**src/rtl/nv_nvdla_cacc_csb_slave.sv**
```systemverilog
// rtl/nv_nvdla_cacc_csb_slave.sv - CACC CSB register slave with ping-pong register groups
//
// Purpose: decodes CSB requests into a small register file. The file has two
// copies (groups) of the per-layer registers. Software programs the group
// selected by the producer pointer. The datapath consumes the group selected by
// the consumer pointer. A dp2reg_done pulse retires the consumer group and
// advances the consumer pointer.
//
// Ports:
//   nvdla_core_clk / nvdla_core_rst : clock, synchronous active-high reset
//   csb2cacc_req_pvld/prdy/pd       : CSB request (prdy is always 1)
//   cacc2csb_resp_valid/pd          : one-cycle response pulse {write, error, rdata}
//   dp2reg_done                     : consumer group finished its layer
//   reg2dp_op_en/dataout_addr/misc_cfg : consumer-group configuration
//
// Optional feature: defining NVDLA_CACC_PERF_EN adds one saturating cycle
// counter per group at D_PERF_CYCLES. If it is not defined, that offset reads 0.

module nv_nvdla_cacc_csb_slave (
   input  logic        nvdla_core_clk,
   input  logic        nvdla_core_rst,
   input  logic        csb2cacc_req_pvld,
   output logic        csb2cacc_req_prdy,
   input  logic [62:0] csb2cacc_req_pd,
   output logic        cacc2csb_resp_valid,
   output logic [33:0] cacc2csb_resp_pd,
   input  logic        dp2reg_done,
   output logic        reg2dp_op_en,
   output logic [31:0] reg2dp_dataout_addr,
   output logic [15:0] reg2dp_misc_cfg
);

   logic [9:0]  req_off;
   logic [31:0] req_wdat;
   logic        req_write;
   logic        req_nposted;
   logic        unused_req_bits;

   assign req_off     = csb2cacc_req_pd[9:0];
   assign req_wdat    = csb2cacc_req_pd[53:22];
   assign req_write   = csb2cacc_req_pd[54];
   assign req_nposted = csb2cacc_req_pd[55];
   assign unused_req_bits = ^{csb2cacc_req_pd[62:56], csb2cacc_req_pd[21:10]};

   assign csb2cacc_req_prdy = 1'b1;

   logic             producer_q, producer_d;
   logic             consumer_q, consumer_d;
   logic [1:0]       op_en_q, op_en_d;
   logic [1:0][31:0] dataout_addr_q, dataout_addr_d;
   logic [1:0][15:0] misc_cfg_q, misc_cfg_d;
   logic             resp_valid_q, resp_valid_d;
   logic [33:0]      resp_pd_q, resp_pd_d;
`ifdef NVDLA_CACC_PERF_EN
   logic [1:0][31:0] perf_cnt_q, perf_cnt_d;
`endif

   logic        wr_en;
   logic        rd_err;
   logic [31:0] rd_data;
   logic [31:0] perf_rd;
   logic [1:0]  op_set;
   logic        done_hit;

   always_comb begin
      producer_d     = producer_q;
      consumer_d     = consumer_q;
      op_en_d        = op_en_q;
      dataout_addr_d = dataout_addr_q;
      misc_cfg_d     = misc_cfg_q;
`ifdef NVDLA_CACC_PERF_EN
      perf_cnt_d     = perf_cnt_q;
      perf_rd        = perf_cnt_q[producer_q];
`else
      perf_rd        = 32'h0;
`endif
      wr_en    = csb2cacc_req_pvld & req_write;
      rd_err   = 1'b0;
      rd_data  = 32'h0;
      op_set   = 2'b00;
      done_hit = dp2reg_done & op_en_q[consumer_q];

      // The read data and the error flag come from the state before this request takes effect.
      case (req_off)
         10'h000: rd_data = {15'h0, op_en_q[1], 15'h0, op_en_q[0]};
         10'h001: rd_data = {15'h0, consumer_q, 15'h0, producer_q};
         10'h002: rd_data = {31'h0, op_en_q[producer_q]};
         10'h003: rd_data = dataout_addr_q[producer_q];
         10'h004: rd_data = {16'h0, misc_cfg_q[producer_q]};
         10'h005: rd_data = perf_rd;
         default: rd_err  = 1'b1;
      endcase

      if (wr_en) begin
         case (req_off)
            10'h001: producer_d = req_wdat[0];
            10'h002: op_set[producer_q] = req_wdat[0];
            10'h003: if (!op_en_q[producer_q]) dataout_addr_d[producer_q] = req_wdat;
            10'h004: if (!op_en_q[producer_q]) misc_cfg_d[producer_q] = req_wdat[15:0];
            default: ;
         endcase
      end

      // The done clear is applied first so that a set in the same cycle wins.
      if (done_hit) begin
         op_en_d[consumer_q] = 1'b0;
         consumer_d          = ~consumer_q;
      end
      for (int g = 0; g < 2; g++) begin
         if (op_set[g]) op_en_d[g] = 1'b1;
      end

`ifdef NVDLA_CACC_PERF_EN
      for (int g = 0; g < 2; g++) begin
         if (op_set[g]) begin
            perf_cnt_d[g] = 32'h0;
         end else if ((consumer_q == 1'(g)) && op_en_q[g] && (perf_cnt_q[g] != 32'hFFFF_FFFF)) begin
            perf_cnt_d[g] = perf_cnt_q[g] + 32'h1;
         end
      end
`endif

      resp_valid_d = csb2cacc_req_pvld & (~req_write | req_nposted);
      resp_pd_d    = resp_valid_d ? {req_write, rd_err, (req_write ? 32'h0 : rd_data)} : 34'h0;
   end

   always_ff @(posedge nvdla_core_clk) begin
      if (nvdla_core_rst) begin
         producer_q     <= 1'b0;
         consumer_q     <= 1'b0;
         op_en_q        <= 2'b00;
         dataout_addr_q <= '0;
         misc_cfg_q     <= '0;
         resp_valid_q   <= 1'b0;
         resp_pd_q      <= 34'h0;
`ifdef NVDLA_CACC_PERF_EN
         perf_cnt_q     <= '0;
`endif
      end else begin
         producer_q     <= producer_d;
         consumer_q     <= consumer_d;
         op_en_q        <= op_en_d;
         dataout_addr_q <= dataout_addr_d;
         misc_cfg_q     <= misc_cfg_d;
         resp_valid_q   <= resp_valid_d;
         resp_pd_q      <= resp_pd_d;
`ifdef NVDLA_CACC_PERF_EN
         perf_cnt_q     <= perf_cnt_d;
`endif
      end
   end

   // Masking with reset cancels a response that is still pending in the reset cycle.
   assign cacc2csb_resp_valid = resp_valid_q & ~nvdla_core_rst;
   assign cacc2csb_resp_pd    = resp_pd_q & {34{~nvdla_core_rst}};

   assign reg2dp_op_en        = op_en_q[consumer_q];
   assign reg2dp_dataout_addr = dataout_addr_q[consumer_q];
   assign reg2dp_misc_cfg     = misc_cfg_q[consumer_q];

endmodule

```
**config.mk**
```make
export PLATFORM = sky130hd
export DESIGN_NAME = nv_nvdla_cacc_csb_slave
export DESIGN_NICKNAME = d
export VERILOG_FILES = /design/src/rtl/nv_nvdla_cacc_csb_slave.sv
export SDC_FILE = /design/constraint.sdc
export NUM_CORES = 1
export LEC_CHECK = 0
export CORE_MARGIN = 2
export CORE_UTILIZATION = 40
export CTS_CLUSTER_SIZE = 16
export DETAILED_ROUTE_END_ITERATION = 10
export GPL_ROUTABILITY_DRIVEN = 0
export MAX_ROUTING_LAYER = met4
export PLACE_DENSITY = 0.66
export SETUP_SLACK_MARGIN = 0.5
export SYNTH_ARGS = -nofsm -noshare
export SYNTH_HDL_FRONTEND = slang
export SYNTH_SLANG_ARGS = --single-unit
```
**constraint.sdc**
```tcl
create_clock -name nvdla_core_clk -period 1.74 [get_ports nvdla_core_clk]
set_input_delay 0.261 -clock nvdla_core_clk [delete_from_list [all_inputs] [get_ports nvdla_core_clk]]
set_output_delay 0.261 -clock nvdla_core_clk [all_outputs]
set_load 0.02 [all_outputs]
```
# Yosys cells after proc, flatten, opt, wreduce, memory -nomap -nowiden
# Cells that the tools add are included.
[word_totals] word_cells=74 input_bits=67 out_inout_bits=85 reg_bits=135
[op_classes] n_reduce_logical=11 eq_ne=5 bitwise_logic=14 mux=29 magnitude_cmp=4
[op_table] op="$mux W32" n=5
[op_table] op="$pmux W32 S5" n=1
[op_table] op="$mux W16" n=5
[op_table] op="$bwmux W64" n=1
[op_table] op="$and A34 B34 Y34" n=1
[op_table] op="$bwmux W32" n=1
[op_table] op="$demux W32 S1" n=1
[op_table] op="$eq A10 B2 Y1 const B" n=2
[op_table] op="$eq A10 B3 Y1 const B" n=2
[op_table] op="$demux W16 S1" n=1
[op_table] op="$eq A10 B1 Y1 const B" n=1
[op_table] op="$logic_not A10 Y1" n=1
[op_table] op="$mux W1" n=9
[op_table] op="$mux W2" n=3
[op_table] op="$reduce_and A3 Y1" n=2
[op_table] op="$reduce_or A6 Y1" n=1
[op_table] op="$not A1 Y1" n=5
[op_table] op="$and A1 B1 Y1" n=4
[op_table] op="$and A2 B2 Y2" n=2
[op_table] op="$lt A1 B2 Y1 const B" n=2
[op_table] op="$reduce_bool A2 Y1" n=2
[op_table] op="$reduce_or A3 Y1" n=1
[op_table] op="$demux W1 S1" n=2
[op_table] op="$ge A1 B1 Y1 const B" n=2
[op_table] op="other kinds (5)" n=6

# Longest topological paths before layout
# Gate-level depths: netlist of the first run.
[logic_depth] ltp_word=8 depth_mapped=6 ltp_nobuf=4

# Worst setup path before layout of the first run
# Ideal clock, no wire load.
[synth_path] path_type="input to register" from="input port csb2cacc_req_pd[7]" to="register dataout_addr_q[34] (netlist bit)" slack_ns=-0.003 t_arrival_ns=1.673 t_required_ns=1.669 n_path_buf=2 stages=6 cell_sequence="or4_4 buf_6 nor4_4 buf_6 nand2_1 a21oi_2"
[synth_via] elab_chain_len=2
[synth_lines] item="start: declaration" line="24" rtl="input logic [62:0] csb2cacc_req_pd,"
[synth_lines] item="$eq A10 B2 Y1" line="95" rtl="case (req_off)"
[synth_lines] item="$reduce_and A3 Y1 (no source line)"
[synth_lines] item="end signal: assignment" line="143" rtl="dataout_addr_q <= dataout_addr_d;"
[synth_lines] item="end: declaration" line="50" rtl="logic [1:0][31:0] dataout_addr_q, dataout_addr_d;"
# No other way between the ends.
# A chain may end at the register's enable or synchronous reset.

# Final worst setup path of the first run
[layout_path] from="register consumer_q" to="output port reg2dp_dataout_addr[31]"
[layout_via] elab_chain_len=2
[layout_lines] item="start: declaration" line="48" rtl="logic consumer_q, consumer_d;"
[layout_lines] item="start signal: assignment" line="141" rtl="consumer_q <= consumer_d;"
[layout_lines] item="$mux W32 (not written as such) (2 in series)" line="158" rtl="assign reg2dp_dataout_addr = dataout_addr_q[consumer_q];"
[layout_lines] item="end: declaration" line="29" rtl="output logic [31:0] reg2dp_dataout_addr,"
# No other way between the ends. The select of a mux whose other input is x is not followed.

==> results of run 1 <==
area by class of cell:
class                           count  area (um2)  area share, %
Tap cell                          216         270           2.28
Multi-Input combinational cell    508        4950           41.7
Sequential cell                   135        2740           23.1
Clock buffer                       22         474           3.99
Timing Repair Buffer              269        3320           28.0
Clock inverter                      9        98.8          0.833
Antenna cell                        2        5.00         0.0422
Inverter                            3        11.3         0.0948
state kept, by name, indices dropped and copies added, names as in the netlist:
name	flops
dataout_addr_q	64
consumer_q	1
misc_cfg_q	32
op_en_q	2
producer_q	1
resp_valid_q	1
resp_pd_q	34
stage by stage:
stage / hold WS [ns] / total power, mW / util (%) / TNS (ns) / area (um2)
CTS: 0.174 / 7.08 / 67.8 / -4.17 / 10700
finish: 0.175 / 7.17 / 75.6 / -4.38 / 11900
floorplan: 0.395 / 3.29 / - / 0 / 6660
detailed placement: 0.460 / 3.50 / 53.9 / -62.96 / 8470
global placement: 0.453 / 3.49 / 53.9 / -57.79 / 8470
global route: 0.170 / 7.32 / 75.6 / -6.11 / 11900
layer usage:
layer | up-vias | part of all wire [%] | global-route usage (%)
li1 | 2859 | - | -
met1 | 3187 | 40 | 35.1
met2 | 307 | 49 | 45.7
met3 | 100 | 6.0 | 6.31
met4 | 0 | 5.0 | 15.2
met5 | - | 0 | -
kinds of logic (layout without fill, tap and decap cells):
| family | after synthesis | after routing | share of synthesized area, % |
|---|---|---|---|
| AO/OA/AOI/OAI | 119 | 119 | 14.6 |
| buffers and inverters | 57 | 303 | 4.63 |
| flip-flops | 135 | 135 | 42.6 |
| multiplexers | 99 | 99 | 16.6 |
| other | 1 | 3 | 0.0590 |
| AND/OR/NAND/NOR | 289 | 289 | 21.5 |
worst paths after layout:
path                            slack, ns                 endpoint  cells after the start
worst max-delay path                -0.12  reg2dp_dataout_addr[31]                      4
worst min-delay path                 0.18       dataout_addr_q[20]                      2
worst max register to register      -0.01           misc_cfg_q[17]                      7
worst min register to register       0.47            misc_cfg_q[4]                      2
cell usage after synthesis, drive strengths merged (3+ instances only):
master / n / area share [%]
a21oi: 100 / 13
nand4: 5 / 0.49
nor4: 7 / 1.7
nor2: 20 / 1.2
mux2: 50 / 8.9
nor3: 4 / 0.32
o22ai: 15 / 1.5
clkbuf: 29 / 1.7
nand2: 198 / 12
nor2b: 36 / 3.5
mux2i: 49 / 7.7
buf: 25 / 2.7
dfxtp: 135 / 43
inv: 3 / 0.18
power by group:
group / switching (mW) / internal, mW / total (mW) / leakage, nW
logic: 0.291 / 0.199 / 0.490 / 3.39
registers: 0.00141 / 3.09 / 3.09 / 1.10
clock network: 1.39 / 2.20 / 3.59 / 0.286
repair_timing:
item                       CTS  global route
setup endpoints to repair  216           216
cloned                      17             5
gates resized for setup    705           240
pin swaps                  154            85
buffers inserted            32            26
==> load_flow_metrics.sql, run 1 <==
INSERT INTO impl_metrics (metric_group, metric, value, unit) VALUES
('clock_network', 'cts-htree-levels', '4', ''),
('outcome', 'violations', 'negative setup slack', ''),
('setup_path', 'criticalPathCategory', 'flop to output pin', ''),
('synthesis', 'synth.ff_latch_count', '135', ''),
('floorplanning', 'start_util', '40.4', '%'),
('timing', 'fin_skew', '0.00776', 'ns'),
('synthesis', 'ys_types', '38', ''),
('setup_path', 'req_time_crit_path', '1.48', 'ns'),
('layout', 'fillers', '878', ''),
('timing', 'post-route-min-period', '1.86', 'ns'),
('power_and_ir_drop', 'vdd.ir_drop.worst', '0.679', 'mV'),
('setup_path', 'critical-path-slowest-cell', 'dfxtp_4', ''),
('synthesis', 'syn-mean-instance-area', '9.07', 'um2'),
('timing', 'number_of_max_slew_violations_in_the_final_report', '0', ''),
('layout', 'finalNetCount', '1001', ''),
('setup_path', 'path_buf_inv', '3', ''),
('setup_path', 'timing.critical_path.slowest_cell_delay', '0.40', 'ns'),
('setup_path', 'critical-path-top-delay-family', 'buffers and inverters', ''),
('worst_hold_path', 'hp-class', 'input pin to flop', ''),
('timing', 'layout_worst_path_cycle_share', '107', '%'),
('timing', 'finalHoldViolations', '0', ''),
('drt', 'total_drc_errors_in_the_routed_layout', '0', ''),
('power_and_ir_drop', 'power-per-cell-area', '604', 'mW/mm2'),
('floorplanning', 'total_core_area', '0.0157', 'mm2'),
('drt', 'initial_drc_count', '502', ''),
('clock_network', 'cts-buffers-inserted', '17', ''),
('timing', 'rsz0062_at_grt', 'yes', ''),
('place', 'place.detailed.instances', '1051', ''),
('clock_network', 'clk_pin_slew_worst_paths', '0.06', 'ns'),
('floorplanning', 'floorplan.die.height', '130', 'um'),
('global_route', 'grt_pass1_vias', '6378', ''),
('floorplanning', 'width_of_the_chip', '130', 'um'),
('synthesis', 'number_of_flops_mapped_to_enable_cells_by_yosys', '0', ''),
('synthesis', 'synthesis.yosys.warnings', '0', ''),
('drt', 'drtAntennaViolNets', '0', ''),
('setup_path', 'critPathMaxFanout', '5', ''),
('clock_network', 'clock_tree.root_cell', 'clkbuf_16', ''),
('place', 'preCtsSetupSlack', '-0.560', 'ns'),
('clock_network', 'clockBufferDepth', '2', ''),
('setup_path', 'critPathArrivalTime', '1.60', 'ns'),
('drt', 'dr.pass1.iters', '5', ''),
('floorplanning', 'placementRows', '46', ''),
('setup_path', 'startpoint_type', 'flop', ''),
('clock_network', 'clock_sink_count', '135', ''),
('layout', 'post_route_cells_drive_above_1_share', '64.1', '%'),
('setup_path', 'cp-startpoint', 'consumer_q', ''),
('global_route', 'antenna_violations_before_repair', '2', ''),
('place', 'port_bufs', '131', ''),
('setup_path', 'worst_setup_path_end_kind', 'output pin', ''),
('timing', 'worst_slack', '-0.119', 'ns'),
('drt', 'wl_per_cell', '23.3', 'um'),
('place', 'detailedPlacementHpwl', '12700', 'um'),
('synthesis', 'syn_inst', '700', ''),
('layout', 'layoutNonFillerInstCount', '1164', ''),
('global_route', 'grtUsageTotal', '29.1', '%'),
('layout', 'final_common_cell', 'dfxtp_1', ''),
('synthesis', 'ys_seq_area_share', '42.6', '%'),
('power_and_ir_drop', 'power.leakage', '4.78', 'nW'),
('setup_path', 'crit_path_cell_trace', 'buf_12 -> buf_12 -> mux2_4 -> buf_6', ''),
('synthesis', 'asyncSetResetFlopFracSynth', '0', '%'),
('setup_path', 'r2r_start', 'op_en_q[1]', ''),
('drt', 'vias_per_cell', '5.54', ''),
('synthesis', 'post_synth_instance_area', '0.00635', 'mm2'),
('timing', 'finalSetupViolations', '57', ''),
('outcome', 'outcome', 'complete, but fails checks', ''),
('clock_network', 'clock_latency_reported_for_the_late_side_of_the_worst_skew_pair', '0.43', 'ns'),
('layout', 'synthToLayoutAreaGrowth', '86.9', '%'),
('clock_network', 'cts_tree', 'done', ''),
('synthesis', 'synth_flop_cell', 'dfxtp_1', ''),
('clock_network', 'cts_hold_buf', '0', ''),
('drt', 'route.final.wire_length', '27100', 'um'),
('worst_hold_path', 'holdCritStartpoint', 'nvdla_core_rst', ''),
('global_route', 'global_route.overflow_total', '0', ''),
('setup_path', 'worst_path_most_repeated_cell', 'buf_12', ''),
('drt', 'vias', '6453', ''),
('floorplanning', 'io_pins', '152', ''),
('flow_run', 'max-cap-violations', '0', ''),
('layout', 'top_library_cells_by_usage_in_the_layout_fill_and_taps_aside', 'dfxtp_1 (113), nand2_4 (99), a21oi_2 (96)', ''),
('synthesis', 'synth_nets', '767', ''),
('floorplanning', 'design.die.area', '0.0169', 'mm2'),
('timing', 'highest_achievable_clock_rate', '538', 'MHz'),
('global_route', 'grt_first_pass_wirelength', '35500', 'um'),
('global_route', 'grt_max_degree', '29', '');
Power figures use the tool's default switching activity.
==> run 2: changes to the inputs <==
--- a/config.mk
+++ b/config.mk
@@ -5,13 +5,14 @@
 export SDC_FILE = /design/constraint.sdc
 export NUM_CORES = 1
 export LEC_CHECK = 0
+export CORE_ASPECT_RATIO = 0.9
 export CORE_MARGIN = 2
-export CORE_UTILIZATION = 40
+export CORE_UTILIZATION = 45
 export CTS_CLUSTER_SIZE = 16
 export DETAILED_ROUTE_END_ITERATION = 10
 export GPL_ROUTABILITY_DRIVEN = 0
 export MAX_ROUTING_LAYER = met4
-export PLACE_DENSITY = 0.66
+export PLACE_DENSITY = 0.73
 export SETUP_SLACK_MARGIN = 0.5
 export SYNTH_ARGS = -nofsm -noshare
 export SYNTH_HDL_FRONTEND = slang
==> run 2 against run 1 <==
  * The run still ends with negative setup slack left
  * Routed wire length is 14% higher
  * Global-route usage rose by 5.4 points
  * Register-to-register slack got worse by 0.15 ns
  * Power increased by 5.5%
  * Clock power up 11%
  * Maximum frequency decreased by 2.8%
  * Worst setup slack got worse by 0.053 ns
  * Core utilization rose by 9.4 points
  * Critical path depth grew 5
  * Largest cell class unchanged
  * Largest power group unchanged
==> load_flow_metrics.sql, run 2 (synthesis gave the netlist of run 1 again) <==
INSERT INTO impl_metrics (metric_group, metric, value, unit) VALUES
('timing', 'finalSetupViolations', '140', ''),
('global_route', 'grt_max_degree', '23', ''),
('drt', 'initial_drc_count', '962', ''),
('layout', 'largest_reg_flops', '64', ''),
('floorplanning', 'start_util', '45.7', '%'),
('power_and_ir_drop', 'post-layout-total-power', '7.56', 'mW'),
('layout', 'top_library_cells_by_usage_in_the_layout_fill_and_taps_aside', 'nand2_4 (128), buf_6 (112), dfxtp_1 (103)', ''),
('setup_path', 'critical-path-slowest-cell', 'or4_4', ''),
('clock_network', 'clock_sink_count', '135', ''),
('timing', 'fin_skew', '0.0129', 'ns'),
('timing', 'layout_worst_path_cycle_share', '110', '%'),
('layout', 'fin_util', '84.9', '%'),
('timing', 'number_of_max_slew_violations_in_the_final_report', '0', ''),
('global_route', 'antenna_violations_before_repair', '0', ''),
('layout', 'max_flop_register', 'dataout_addr_q', ''),
('worst_hold_path', 'hp-class', 'input pin to flop', ''),
('layout', 'fillers', '570', ''),
('floorplanning', 'placementRows', '41', ''),
('setup_path', 'worst-r2r-cell-count', '7', ''),
('drt', 'dr.pass1.iters', '6', ''),
('floorplanning', 'total_core_area', '0.0139', 'mm2'),
('timing', 'finalHoldViolations', '0', ''),
('setup_path', 'path_buf_inv', '5', ''),
('setup_path', 'req_time_crit_path', '2.11', 'ns'),
('drt', 'vias', '7003', ''),
('floorplanning', 'width_of_the_chip', '129', 'um'),
('outcome', 'violations', 'negative setup slack', ''),
('clock_network', 'cts_tree', 'done', ''),
('timing', 'rsz0062_at_grt', 'yes', ''),
('drt', 'vias_per_cell', '6.26', ''),
('global_route', 'grt_first_pass_wirelength', '37800', 'um'),
('timing', 'tightestPinTransition', '0.519', 'ns'),
('power_and_ir_drop', 'power-per-cell-area', '641', 'mW/mm2'),
('outcome', 'outcome', 'complete, but fails checks', ''),
('global_route', 'global_route.overflow_total', '0', ''),
('clock_network', 'cts-htree-levels', '4', ''),
('setup_path', 'timing.critical_path.slowest_cell_delay', '0.57', 'ns'),
('power_and_ir_drop', 'power.leakage', '4.60', 'nW'),
('layout', 'n_antenna_cell', '0', ''),
('setup_path', 'critical-path-top-delay-family', 'simple AND/OR/NAND/NOR gates', ''),
('floorplanning', 'io_pins', '152', ''),
('worst_hold_path', 'hold-path-endpoint', 'dataout_addr_q[32]', ''),
('setup_path', 'worst_path_most_repeated_cell', 'buf_6', ''),
('layout', 'finalNetCount', '980', ''),
('timing', 'highest_achievable_clock_rate', '523', 'MHz'),
('worst_hold_path', 'timing.hold.worst_path_depth', '2', ''),
('layout', 'final_common_cell', 'nand2_4', ''),
('place', 'preCtsSetupSlack', '-0.527', 'ns'),
('worst_hold_path', 'holdCritStartpoint', 'nvdla_core_rst', ''),
('setup_path', 'criticalPathCategory', 'input pin to flop', ''),
('setup_path', 'capturing_point_of_the_worst_reg2reg_path', 'misc_cfg_q[7]', ''),
('drt', 'drtAntennaViolNets', '0', ''),
('power_and_ir_drop', 'vdd.ir_drop.worst', '1.21', 'mV'),
('drt', 'wl_per_cell', '27.6', 'um'),
('flow_run', 'max-cap-violations', '0', ''),
('setup_path', 'critPathArrivalTime', '2.28', 'ns'),
('floorplanning', 'floorplan.die.height', '117', 'um'),
('clock_network', 'cts-buffers-inserted', '17', ''),
('timing', 'maxSlewHeadroom', '64.4', '%'),
('clock_network', 'cts_hold_buf', '0', ''),
('setup_path', 'critPathMaxFanout', '6', ''),
('setup_path', 'crit_path_cell_trace', 'buf_6 -> or4_4 -> buf_6 -> buf_6 -> nor4_4 -> nand2_4 -> buf_12 -> buf_16 -> nor2_4', ''),
('timing', 'fin_setup_tns', '-11.03', 'ns'),
('clock_network', 'clock_tree.root_cell', 'clkbuf_16', ''),
('layout', 'final-seq-area', '0.00275', 'mm2'),
('setup_path', 'r2r_start', 'op_en_q[0]', ''),
('clock_network', 'clk_pin_slew_worst_paths', '0.06', 'ns'),
('setup_path', 'worst_setup_path_end_kind', 'flop', ''),
('setup_path', 'startpoint_type', 'input pin', ''),
('drt', 'total_drc_errors_in_the_routed_layout', '0', ''),
('layout', 'multi_input_area', '0.00516', 'mm2'),
('global_route', 'grtUsageTotal', '34.5', '%'),
('clock_network', 'clock_latency_reported_for_the_late_side_of_the_worst_skew_pair', '0.44', 'ns'),
('layout', 'synthToLayoutAreaGrowth', '85.9', '%'),
('setup_path', 'setup.reg_to_reg.worst_slack', '-0.16', 'ns'),
('layout', 'post_route_cells_drive_above_1_share', '68.1', '%'),
('timing', 'post-route-min-period', '1.91', 'ns'),
('floorplanning', 'design.die.area', '0.0151', 'mm2'),
('place', 'port_bufs', '131', ''),
('place', 'detailedPlacementHpwl', '12600', 'um'),
('global_route', 'grt_pass1_vias', '6634', ''),
('layout', 'layout_top_registers', 'dataout_addr_q x64, resp_pd_q x34, misc_cfg_q x32', ''),
('drt', 'route.final.wire_length', '30900', 'um'),
('timing', 'worst_slack', '-0.171', 'ns'),
('clock_network', 'clockBufferDepth', '2', '');
-- run 2: cell count changes in the layout (fill, tap and decap cells not counted), sizes merged --
cell,change
buf,-17
clkinv,-3
clkbuf,-2
diode,-2
bufinv,+1
clkdlybuf4s15,+1
dlygate4sd2,+1
inv,-1
-- run 2: timing repair --
item,CTS,global route
buffers inserted,30,11
pin swaps,140,126
resized for setup,820,222
cloned,14,2
endpoints found under the setup margin,216,216
-- run 2: area by class of cell --
type	instances	share of cell area [%]
Timing Repair Buffer	248	25.5
Multi-Input combinational cell	508	43.7
Clock inverter	6	0.911
Clock buffer	26	4.50
Tap cell	193	2.05
Sequential cell	135	23.3
Inverter	3	0.0954
-- run 2: stage by stage --
| step | instance area [um2] | cells | hold slack (ns) |
|---|---|---|---|
| 4_1_cts | 10900 | 1106 | 0.193 |
| 3_3_place_gp | 8440 | 1030 | 0.451 |
| 6_report | 11800 | 1119 | 0.183 |
| 2_1_floorplan | 6660 | 700 | 0.395 |
| 3_5_place_dp | 8440 | 1030 | 0.458 |
| 5_1_grt | 11800 | 1119 | 0.182 |
-- run 2: worst max-delay path by stage --
stage / start / to / depth (start not counted)
final: csb2cacc_req_pd[9] / resp_pd_q[27] / 9
after global routing: csb2cacc_req_pd[9] / resp_pd_q[27] / 9
after CTS: consumer_q / reg2dp_misc_cfg[0] / 4
after detailed placement: csb2cacc_req_pd[7] / dataout_addr_q[50] / 7
after global placement: csb2cacc_req_pd[7] / resp_pd_q[10] / 6
after floorplan: csb2cacc_req_pd[7] / dataout_addr_q[34] / 6
-- run 2: where the power goes --
part | internal [mW] | switching [mW]
logic | 0.190 | 0.301
registers | 3.09 | 0.00150
clock network | 2.54 | 1.44
total | 5.82 | 1.75
-- run 2: worst reg2reg max path, cell delays in order (launching register included) --
cell      delay (ns)
dfxtp_4         0.36
buf_6           0.13
nor4bb_4        0.38
buf_4           0.18
nand4_1         0.25
buf_6           0.31
nand2_2         0.10
a21oi_2         0.06
-- run 2: routing by layer --
layer,vias to the layer above,wire [um],global-route usage (%)
met5,-,0,-
met4,0,2090,19.1
met3,207,3000,6.32
li1,2806,-,-
met1,3415,11400,41.6
met2,575,14300,54.7
==> run 3: changes to the inputs <==
==> constraint.sdc (replaced) <==
create_clock -name nvdla_core_clk -period 1.74 [get_ports nvdla_core_clk]
set_input_delay 0.174 -clock nvdla_core_clk [delete_from_list [all_inputs] [get_ports nvdla_core_clk]]
set_output_delay 0.174 -clock nvdla_core_clk [all_outputs]
set_load 0.02 [all_outputs]
==> run 3 against run 2 <==
  * The run still ends with negative setup slack left
  * Cell area grew 2.2%
  * Largest power group unchanged
  * Die area is the same
  * Global-route usage grew 0.32 points
  * First-iteration DRC count grew 7.5%
  * Clock skew shrank 0.0026 ns
  * Sequential share of layout area shrank 0.75 points
  * Flip-flop and latch count is the same
  * Clock-buffer cell count is the same
  * Combinational power shrank 5.1%
  * Critical endpoint is now dataout_addr_q[29]
==> load_flow_metrics.sql, run 3 (synthesis gave the netlist of run 1 again) <==
INSERT INTO impl_metrics (metric_group, metric, value, unit) VALUES
('drt', 'total_drc_errors_in_the_routed_layout', '0', ''),
('drt', 'route.final.wire_length', '34800', 'um'),
('layout', 'fin_util', '86.8', '%'),
('setup_path', 'critPathArrivalTime', '2.32', 'ns'),
('clock_network', 'cts-buffers-inserted', '17', ''),
('layout', 'largest_reg_flops', '64', ''),
('outcome', 'outcome', 'complete, but fails checks', ''),
('global_route', 'antenna_violations_before_repair', '2', ''),
('setup_path', 'critPathMaxFanout', '6', ''),
('clock_network', 'cts_tree', 'done', ''),
('global_route', 'global_route.overflow_total', '0', ''),
('drt', 'vias_per_cell', '6.48', ''),
('floorplanning', 'floorplan.die.height', '117', 'um'),
('floorplanning', 'start_util', '45.7', '%'),
('power_and_ir_drop', 'power.leakage', '4.72', 'nW'),
('drt', 'vias', '7442', ''),
('drt', 'drtAntennaViolNets', '0', ''),
('global_route', 'grt_pass1_vias', '6792', ''),
('layout', 'synthToLayoutAreaGrowth', '89.9', '%'),
('timing', 'finalSetupViolations', '134', ''),
('timing', 'finalHoldViolations', '0', ''),
('floorplanning', 'placementRows', '41', ''),
('clock_network', 'clock_tree.root_cell', 'clkbuf_16', ''),
('drt', 'wl_per_cell', '30.3', 'um'),
('timing', 'rsz0062_at_grt', 'yes', ''),
('timing', 'number_of_max_slew_violations_in_the_final_report', '0', ''),
('layout', 'multi_input_area', '0.00512', 'mm2'),
('clock_network', 'clock_latency_reported_for_the_late_side_of_the_worst_skew_pair', '0.44', 'ns'),
('clock_network', 'clk_pin_slew_worst_paths', '0.07', 'ns'),
('timing', 'tightestPinTransition', '0.526', 'ns'),
('place', 'detailedPlacementHpwl', '12400', 'um'),
('timing', 'worst_slack', '-0.281', 'ns'),
('timing', 'fin_setup_tns', '-13.23', 'ns'),
('clock_network', 'cts_hold_buf', '0', ''),
('layout', 'fillers', '518', ''),
('worst_hold_path', 'hp-class', 'input pin to flop', ''),
('timing', 'maxSlewHeadroom', '64.9', '%'),
('global_route', 'grt_first_pass_wirelength', '38300', 'um'),
('setup_path', 'criticalPathCategory', 'flop to flop', ''),
('clock_network', 'clockBufferDepth', '2', ''),
('timing', 'post-route-min-period', '2.02', 'ns'),
('flow_run', 'max-cap-violations', '0', ''),
('setup_path', 'worst_setup_path_end_kind', 'flop', ''),
('layout', 'finalNetCount', '1008', ''),
('power_and_ir_drop', 'power-per-cell-area', '634', 'mW/mm2'),
('timing', 'highest_achievable_clock_rate', '495', 'MHz'),
('floorplanning', 'io_pins', '152', ''),
('outcome', 'violations', 'negative setup slack', ''),
('floorplanning', 'total_core_area', '0.0139', 'mm2'),
('clock_network', 'clock_sink_count', '135', ''),
('global_route', 'grt_max_degree', '38', ''),
('layout', 'max_flop_register', 'dataout_addr_q', ''),
('floorplanning', 'design.die.area', '0.0151', 'mm2'),
('drt', 'dr.pass1.iters', '5', ''),
('global_route', 'grtUsageTotal', '34.8', '%'),
('power_and_ir_drop', 'vdd.ir_drop.worst', '0.773', 'mV'),
('layout', 'top_library_cells_by_usage_in_the_layout_fill_and_taps_aside', 'nand2_4 (128), dfxtp_1 (126), buf_6 (94)', ''),
('place', 'port_bufs', '131', ''),
('layout', 'final_common_cell', 'nand2_4', ''),
('floorplanning', 'width_of_the_chip', '129', 'um'),
('clock_network', 'cts-htree-levels', '4', ''),
('drt', 'initial_drc_count', '1034', ''),
('setup_path', 'req_time_crit_path', '2.04', 'ns'),
('timing', 'fin_skew', '0.0103', 'ns'),
('layout', 'final-seq-area', '0.00272', 'mm2'),
('timing', 'layout_worst_path_cycle_share', '116', '%'),
('setup_path', 'startpoint_type', 'flop', ''),
('layout', 'post_route_cells_drive_above_1_share', '67.9', '%'),
('layout', 'layout_top_registers', 'dataout_addr_q x64, resp_pd_q x34, misc_cfg_q x32', '');
-- run 3: cell count changes in the layout (fill, tap and decap cells not counted), moves of 17 or more --
cell     delta
dfxtp_1    +23
dfxtp_2    -22
nor2b_4    -22
buf_4      +21
buf_6      -18
nand2_1    -18
nand2_2    +17
-- run 3: repair_timing --
item,in CTS,in global routing
gates resized for setup,627,416
buffers inserted,30,29
pin swaps,81,149
setup endpoints to repair,215,203
cloned,21,5
-- run 3: final timing paths --
check	slack, ns	cells after the start	start	to
setup / recovery	-0.28	7	producer_q	dataout_addr_q[29]
hold / removal	0.19	2	nvdla_core_rst	dataout_addr_q[32]
setup reg to reg	-0.28	7	producer_q	dataout_addr_q[29]
hold reg to reg	0.49	2	misc_cfg_q[10]	misc_cfg_q[10]
-- run 3: routing by layer --
metal | wire, um | vias up | GRT usage, %
met2 | 15600 | 733 | 57.1
met5 | 0 | - | -
li1 | - | 2864 | -
met4 | 3220 | 0 | 21.1
met3 | 3760 | 314 | 6.60
met1 | 12300 | 3531 | 39.7
-- run 3: layout make-up --
class | instances | area share (%)
Antenna cell | 2 | 0.0415
Sequential cell | 135 | 22.5
Inverter | 3 | 0.0934
Multi-Input combinational cell | 508 | 42.4
Timing Repair Buffer | 276 | 27.5
Tap cell | 193 | 2.00
Clock buffer | 26 | 4.48
Clock inverter | 6 | 0.892
-- run 3: worst max-delay path, cell delays in order (launching register included) --
cell and delay, ns:
dfxtp_4 0.40, buf_12 0.14, nor4bb_4 0.46, nand4_1 0.22
buf_6 0.23, buf_12 0.17, nand2_2 0.12, a21oi_2 0.13
-- run 3: power by group --
group	leakage (nW)	switching, mW	internal (mW)
registers	1.09	0.000965	3.09
clock network	0.318	1.52	2.57
logic	3.31	0.286	0.180
total	4.72	1.81	5.84
-- run 3: stage by stage --
step,power (mW),setup WS (ns),instance area [um2],hold slack [ns],instances
2_1_floorplan,3.29,0.195,6460,0.308,700
4_1_cts,7.34,-0.0676,10100,0.129,1113
3_5_place_dp,3.50,-0.399,8220,0.459,1030
6_report,7.65,-0.281,12100,0.194,1149
5_1_grt,7.74,-0.225,12100,0.183,1149
3_3_place_gp,3.49,-0.342,8220,0.449,1030
